### config.mk
export PLATFORM = sky130hd
export DESIGN_NAME = pe_row_feeder
export DESIGN_NICKNAME = d
export VERILOG_FILES = /design/src/rtl/pe_pkg.sv /design/src/rtl/pe_tag_pipe.sv /design/src/rtl/pe_row_feeder.sv
export SDC_FILE = /design/constraint.sdc
export NUM_CORES = 2
export LEC_CHECK = 0
export ABC_AREA = 1
export ABC_CLOCK_PERIOD_IN_PS = 21100
export BUFFER_PORTS_ARGS = -buffer_cell sky130_fd_sc_hd__clkbuf_2
export CAP_MARGIN = 25
export CORE_MARGIN = 2
export CORE_UTILIZATION = 50
export CTS_BUF_LIST = sky130_fd_sc_hd__clkbuf_8
export DETAILED_ROUTE_END_ITERATION = 16
export PLACE_DENSITY = 0.8
export SETUP_SLACK_MARGIN = 0.3
export SLEW_MARGIN = 20
export SYNTH_ARGS = -nofsm -noshare
export SYNTH_HDL_FRONTEND = slang
export SYNTH_SLANG_ARGS = --single-unit
### constraint.sdc
create_clock -name clk -period 21.1 [get_ports clk]
set_clock_uncertainty 0.05 [all_clocks]
set_input_delay 4.22 -clock clk [delete_from_list [all_inputs] [get_ports clk]]
set_output_delay 4.22 -clock clk [all_outputs]
set_load 0.01 [all_outputs]
### src/rtl/pe_pkg.sv
// Shared definitions for the PE row feeder: PE mode encodings, feeder states
// and the fixed product latency of the processing element.
package pe_pkg;

    localparam logic [1:0] MODE_FILTER = 2'b00;
    localparam logic [1:0] MODE_IFMAP  = 2'b01;
    localparam logic [1:0] MODE_ACC    = 2'b10;
    localparam logic [1:0] MODE_CLEAR  = 2'b11;

    localparam int PE_LATENCY = 2;

    typedef enum logic [1:0] {
        IDLE  = 2'b00,
        ISSUE = 2'b01,
        FLUSH = 2'b10,
        EMIT  = 2'b11
    } feeder_state_t;

endpackage

### src/rtl/pe_tag_pipe.sv
// Delay line of {valid, idx} tags matching the PE product latency, so each
// product returning on pe_psum_in is paired with its output position.
module pe_tag_pipe
    import pe_pkg::*;
#(
    parameter int IW = 3
) (
    input  logic          clk,
    input  logic          reset,
    input  logic          in_valid,
    input  logic [IW-1:0] in_idx,
    output logic          out_valid,
    output logic [IW-1:0] out_idx
);

    logic          vld [PE_LATENCY];
    logic [IW-1:0] idx [PE_LATENCY];

    // shift tags one stage per cycle; reset empties the pipe
    always_ff @(posedge clk or posedge reset) begin
        if (reset) begin
            for (int i = 0; i < PE_LATENCY; i++) begin
                vld[i] <= 1'b0;
                idx[i] <= {IW{1'b0}};
            end
        end else begin
            vld[0] <= in_valid;
            idx[0] <= in_idx;
            for (int i = 1; i < PE_LATENCY; i++) begin
                vld[i] <= vld[i-1];
                idx[i] <= idx[i-1];
            end
        end
    end

    assign out_valid = vld[PE_LATENCY-1];
    assign out_idx   = idx[PE_LATENCY-1];

endmodule

### src/rtl/pe_row_feeder.sv
// Drives one PE through a 1-D row convolution in filter-reuse order, sums the
// returned products per output position and streams the finished psums out.
module pe_row_feeder
    import pe_pkg::*;
#(
    parameter int DW = 32,
    parameter int S  = 3,
    parameter int W  = 8,
    localparam int E  = W - S + 1,
    localparam int WA = (S > 1) ? $clog2(S) : 1,
    localparam int IA = (W > 1) ? $clog2(W) : 1,
    localparam int EA = (E > 1) ? $clog2(E) : 1
) (
    input  logic          clk,
    input  logic          reset,
    input  logic          wt_wr_en,
    input  logic [WA-1:0] wt_wr_addr,
    input  logic [DW-1:0] wt_wr_data,
    input  logic          if_wr_en,
    input  logic [IA-1:0] if_wr_addr,
    input  logic [DW-1:0] if_wr_data,
    input  logic          start,
    output logic          busy,
    output logic          done,
    output logic [1:0]    pe_mode,
    output logic [DW-1:0] pe_filter_data,
    output logic [DW-1:0] pe_ifmap_data,
    output logic [DW-1:0] pe_input_psum,
    input  logic [DW-1:0] pe_psum_in,
    output logic          out_valid,
    input  logic          out_ready,
    output logic [DW-1:0] out_data,
    output logic [EA-1:0] out_index
);

    localparam logic [WA-1:0] S_LAST = WA'(S - 1);
    localparam logic [EA-1:0] O_LAST = EA'(E - 1);

    feeder_state_t state;

    logic [DW-1:0] wt  [S];
    logic [DW-1:0] ifm [W];
    logic [DW-1:0] acc [E];

    logic [EA-1:0] o_cnt;
    logic [WA-1:0] s_cnt;
    logic [EA-1:0] k_cnt;
    logic          flush_cnt;
    logic          issue_valid;
    logic [EA-1:0] issue_idx;
    logic          tag_valid;
    logic [EA-1:0] tag_idx;

    logic          wrap_s;
    logic          last_pair;
    logic [WA-1:0] s_nxt;
    logic [EA-1:0] o_nxt;
    logic [IA-1:0] if_sel;
    logic [EA-1:0] k_nxt;
    logic [DW-1:0] acc_first;

    // next (o, s) pair; acc_first forwards a product landing on acc[0] this cycle
    always_comb begin
        wrap_s    = (s_cnt == S_LAST);
        last_pair = wrap_s && (o_cnt == O_LAST);
        s_nxt     = wrap_s ? {WA{1'b0}} : s_cnt + 1'b1;
        o_nxt     = wrap_s ? o_cnt + 1'b1 : o_cnt;
        if_sel    = IA'(o_nxt) + IA'(s_nxt);
        k_nxt     = k_cnt + 1'b1;
        acc_first = acc[0] + ((tag_valid && (tag_idx == {EA{1'b0}})) ? pe_psum_in : {DW{1'b0}});
    end

    pe_tag_pipe #(.IW(EA)) u_tag_pipe (
        .clk       (clk),
        .reset     (reset),
        .in_valid  (issue_valid),
        .in_idx    (issue_idx),
        .out_valid (tag_valid),
        .out_idx   (tag_idx)
    );

    // operand buffers: writable only while idle, out-of-range addresses dropped
    always_ff @(posedge clk or posedge reset) begin
        if (reset) begin
            for (int i = 0; i < S; i++) wt[i] <= {DW{1'b0}};
            for (int i = 0; i < W; i++) ifm[i] <= {DW{1'b0}};
        end else if (state == IDLE) begin
            if (wt_wr_en && (int'(wt_wr_addr) < S)) wt[wt_wr_addr] <= wt_wr_data;
            if (if_wr_en && (int'(if_wr_addr) < W)) ifm[if_wr_addr] <= if_wr_data;
        end
    end

    // per-output accumulators, wrapping modulo 2^DW
    always_ff @(posedge clk or posedge reset) begin
        if (reset) begin
            for (int i = 0; i < E; i++) acc[i] <= {DW{1'b0}};
        end else if ((state == IDLE) && start) begin
            for (int i = 0; i < E; i++) acc[i] <= {DW{1'b0}};
        end else if (tag_valid) begin
            acc[tag_idx] <= acc[tag_idx] + pe_psum_in;
        end
    end

    // sequencer; the first pair is registered on the accepting start edge
    always_ff @(posedge clk or posedge reset) begin
        if (reset) begin
            state          <= IDLE;
            busy           <= 1'b0;
            done           <= 1'b0;
            pe_mode        <= MODE_CLEAR;
            pe_filter_data <= {DW{1'b0}};
            pe_ifmap_data  <= {DW{1'b0}};
            o_cnt          <= {EA{1'b0}};
            s_cnt          <= {WA{1'b0}};
            k_cnt          <= {EA{1'b0}};
            flush_cnt      <= 1'b0;
            issue_valid    <= 1'b0;
            issue_idx      <= {EA{1'b0}};
            out_valid      <= 1'b0;
            out_data       <= {DW{1'b0}};
            out_index      <= {EA{1'b0}};
        end else begin
            done <= 1'b0;
            case (state)
                IDLE: begin
                    if (start) begin
                        state          <= ISSUE;
                        busy           <= 1'b1;
                        o_cnt          <= {EA{1'b0}};
                        s_cnt          <= {WA{1'b0}};
                        k_cnt          <= {EA{1'b0}};
                        pe_mode        <= MODE_FILTER;
                        pe_filter_data <= wt[0];
                        pe_ifmap_data  <= ifm[0];
                        issue_valid    <= 1'b1;
                        issue_idx      <= {EA{1'b0}};
                    end
                end
                ISSUE: begin
                    if (last_pair) begin
                        state          <= FLUSH;
                        flush_cnt      <= 1'b0;
                        pe_mode        <= MODE_CLEAR;
                        pe_filter_data <= {DW{1'b0}};
                        pe_ifmap_data  <= {DW{1'b0}};
                        issue_valid    <= 1'b0;
                    end else begin
                        o_cnt          <= o_nxt;
                        s_cnt          <= s_nxt;
                        pe_filter_data <= wt[s_nxt];
                        pe_ifmap_data  <= ifm[if_sel];
                        issue_valid    <= 1'b1;
                        issue_idx      <= o_nxt;
                    end
                end
                FLUSH: begin
                    if (flush_cnt) begin
                        state     <= EMIT;
                        out_valid <= 1'b1;
                        out_data  <= acc_first;
                        out_index <= {EA{1'b0}};
                        k_cnt     <= {EA{1'b0}};
                    end else begin
                        flush_cnt <= 1'b1;
                    end
                end
                EMIT: begin
                    if (out_ready) begin
                        if (k_cnt == O_LAST) begin
                            state     <= IDLE;
                            out_valid <= 1'b0;
                            done      <= 1'b1;
                            busy      <= 1'b0;
                        end else begin
                            k_cnt     <= k_nxt;
                            out_index <= k_nxt;
                            out_data  <= acc[k_nxt];
                        end
                    end
                end
                default: begin
                    state <= IDLE;
                end
            endcase
        end
    end

    assign pe_input_psum = {DW{1'b0}};

endmodule

==> flow_summary_export.csv <==
group,metric,value,unit
final_layout,layout_common_cells,"nand2_1 (1,401), dfrtp_1 (665), o21ai_0 (567), inv_1 (427), a21oi_1 (310)",
worst_setup_path,cp_num_cells,6,
timing,tns,0,ns
global_route,grt_overflow_total,0,
timing,clock.fmax,153,MHz
pwr,pwr-share-clk,0.192,
final_layout,drive_gt1_frac,0.104,
worst_setup_path,cp.required,21.75,ns
clock_network,postCtsHoldBufs,0,
synthesis,synthArstFlopShare,1.00,
detailed_routing,wirelength,108,mm
final_layout,fin_nets,4858,
worst_setup_path,r2r-end,"acc[62]$_DFFE_PP0P_",
clock_network,clk_pin_slew,0.06,ns
detailed_routing,detail-route-antenna-nets,0,
synthesis,syn_area_per_cell,7.70,um2
timing,rsz0062_at_grt,"false",
worst_setup_path,crit_family,"buffers and inverters",
worst_setup_path,reg2reg_slack,15.16,ns
min_path,hold_end,"u_tag_pipe.out_idx[2]$_DFF_PP0_",
global_route,antenna_found_initial,2,
detailed_routing,vias_per_cell,5.76,
outcome,outcome,"finished clean",
synthesis,syn_inst,4550,
worst_setup_path,reg2reg_depth,15,
die,num_rows,97,
pwr,switching_share,0.460,
synthesis,synth_edf_count,0,
synthesis,synthTopCellsByArea,"dfrtp_1 (48%), nand2_1 (15%), o21ai_0 (8.1%)",
die,fp.dieArea,72200,um2
synthesis,synth_top_area_cell,"dfrtp_1",
worst_setup_path,critPathKind,"in -> async",
worst_setup_path,cp_slowest_stage_delay,0.78,ns
timing,relSlewSlack,0.246,
timing,tightest_slew,1.13,ns
worst_setup_path,r2r-start,"u_tag_pipe.out_idx[1]$_DFF_PP0_",
clock_network,ctsResizeCount,0,
die,start_util,0.503,
worst_setup_path,cp.buffers_inverters,6,
pwr,p_seq_frac,0.331,
synthesis,synth_top_area_share,0.476,
min_path,hp-start,"u_tag_pipe.idx[5]$_DFF_PP0_",
pwr,p_leak,0.0194,uW
worst_setup_path,critPathCaptureType,"async pin",
clock_network,root_buffer,"clkbuf_8",
worst_setup_path,cpMostUsedCell,"buf_12",
synthesis,netlist_area,35000,um2
worst_setup_path,critPathMaxFanout,173,
pwr,p_int,3360,uW
detailed_routing,drc,0,
timing,fin_crit_sh,0.311,
final_layout,syn2layout_area_growth,11.3,%
clock_network,htreeDepth,3,
synthesis,yosysWarnings,0,
timing,setup_viol_count_final,0,
flow_run,drv_cap,0,
clock_network,cts.sinks,667,
detailed_routing,post_drt_wl_per_cell,18.9,um
global_route,grt_usage,0.295,
pwr,p_sw,2860,uW
place,io_buffer_count,210,
final_layout,final_common_cell,"nand2_1",
synthesis,seq_area_frac_synth,0.476,
detailed_routing,vias,32900,
clock_network,cts_made_buffers,111,
detailed_routing,drtPass1Iterations,8,
die,dieHeight,269,um
die,die_w,269,um
timing,hold_viol,0,
clock_network,cts_setup_buffers,0,
worst_setup_path,path_cells,"clkbuf_2 -> clkinvlp_4 -> buf_12 -> buf_12 -> buf_4 -> buf_12",
timing,slew_violations,0,
die,ioPinCount,243,
clock_network,cts_max_path_buffers,3,
worst_setup_path,crit_arrival,7.21,ns
place,gp_congestion,0.979,
clock_network,tritoncts,"built",
timing,fin_crit,6.56,ns
min_path,whs_path_depth,0,
final_layout,utilization,0.560,
detailed_routing,drt_iter0_drc,4140,
global_route,grt_max_degree,174,
pwr,p_comb_frac,0.477,
min_path,worstHoldPathType,"reg -> reg",
die,core_area,69700,um2
synthesis,yosysUniqueCellTypes,51,
place,hpwl,66.5,mm
synthesis,synthFlopType,"dfrtp_1",
pwr,peakVddDrop,0.160,mV
clock_network,clock_latency,0.79,ns
global_route,grt_pass1_vias,31000,
synthesis,synth-seq-cells,667,
worst_setup_path,cp_slowest_cell,"buf_4",
global_route,grt_pass1_wl,167,mm
pwr,p_per_area,159,nW/um2
worst_setup_path,worstSetupStartpointType,"primary input",
[registers in the layout, indices dropped and copies added (netlist names)]
register	cells
ifm	256
k_cnt	3
out_index	3
flush_cnt	1
pe_filter_data	32
wt	96
u_tag_pipe.vld	1
issue_idx	3
pe_mode	1
out_valid	1
busy	1
u_tag_pipe.idx	3
acc	192
out_data	32
u_tag_pipe.out_idx	3
u_tag_pipe.out_valid	1
done	1
issue_valid	1
s_cnt	2
pe_ifmap_data	32
state	2
[power by group through the flow]
| stage | logic (uW) | registers (uW) | clock network [uW] |
|---|---|---|---|
| finish | 2970 | 2060 | 1200 |
| floorplan | 2080 | 2010 | 0 |
| global route | 3290 | 2110 | 1270 |
| detailed placement | 2880 | 2060 | 0 |
| CTS | 2900 | 2050 | 1210 |
| global placement | 2810 | 2050 | 0 |
[area by class of cell]
class | instances | area (um2)
Antenna cell | 1 | 2.50
Clock buffer | 139 | 1910
Clock inverter | 57 | 393
Fill cell | 6462 | 30600
Inverter | 422 | 1590
Multi-Input combinational cell | 3220 | 15800
Sequential cell | 667 | 16700
Tap cell | 940 | 1180
Timing Repair Buffer | 255 | 1490
[Yosys cell counts (44+ instances only)]
library cell,instances
o22ai_1,56
a21oi_1,310
nor2_1,227
nand3_1,238
ha_1,71
clkbuf_1,175
buf_2,44
inv_1,396
dfrtp_1,666
o21ai_0,567
a32o_1,64
nand2_1,1411
[cell families (layout without fill, tap and decap cells)]
family,count (synthesis),count (layout),share of synthesized area
XOR/XNOR,29,29,0.00725
multiplexers,1,1,0.000321
AO/OA/AOI/OAI,1141,1141,0.185
adder cells (fa/ha/maj),74,74,0.0271
AND/OR/NAND/NOR,1943,1943,0.224
flip-flops,667,667,0.476
other,1,33,0.000107
buffers and inverters,694,873,0.0799
[worst max path at each step]
stage	end	slack, ns	start
floorplan	acc[0]$_DFFE_PP0P_	7.71	reset
global placement	out_data[29]$_DFFE_PP0P_	13.38	reset
detailed placement	out_data[29]$_DFFE_PP0P_	13.32	reset
CTS	acc[80]$_DFFE_PP0P_	14.11	reset
global route	pe_filter_data[24]$_DFFE_PP0P_	14.07	reset
finish	wt[24]$_DFFE_PP0P_	14.54	reset
[routing by layer]
layer	vias up	GRT usage	share of wire
met4	2	0.127	0.042
met1	15500	0.390	0.40
met2	1802	0.460	0.44
li1	15200	-	-
met5	-	0	0.000074
met3	344	0.0759	0.11
[stage by stage]
stage                     cells  hold slack (ns)  instance area (um2)  setup slack [ns]  total power [uW]
after global routing       5701            0.301                39000             14.07              6660
final                      5701            0.253                39000             14.54              6220
after global placement     5499            0.282                36600             13.38              4860
after floorplan            4581            0.281                35200              7.71              4090
after CTS                  5697            0.273                38900             14.11              6150
after detailed placement   5501            0.286                36600             13.32              4940
No activity file was read; power rests on OpenSTA's default activity.
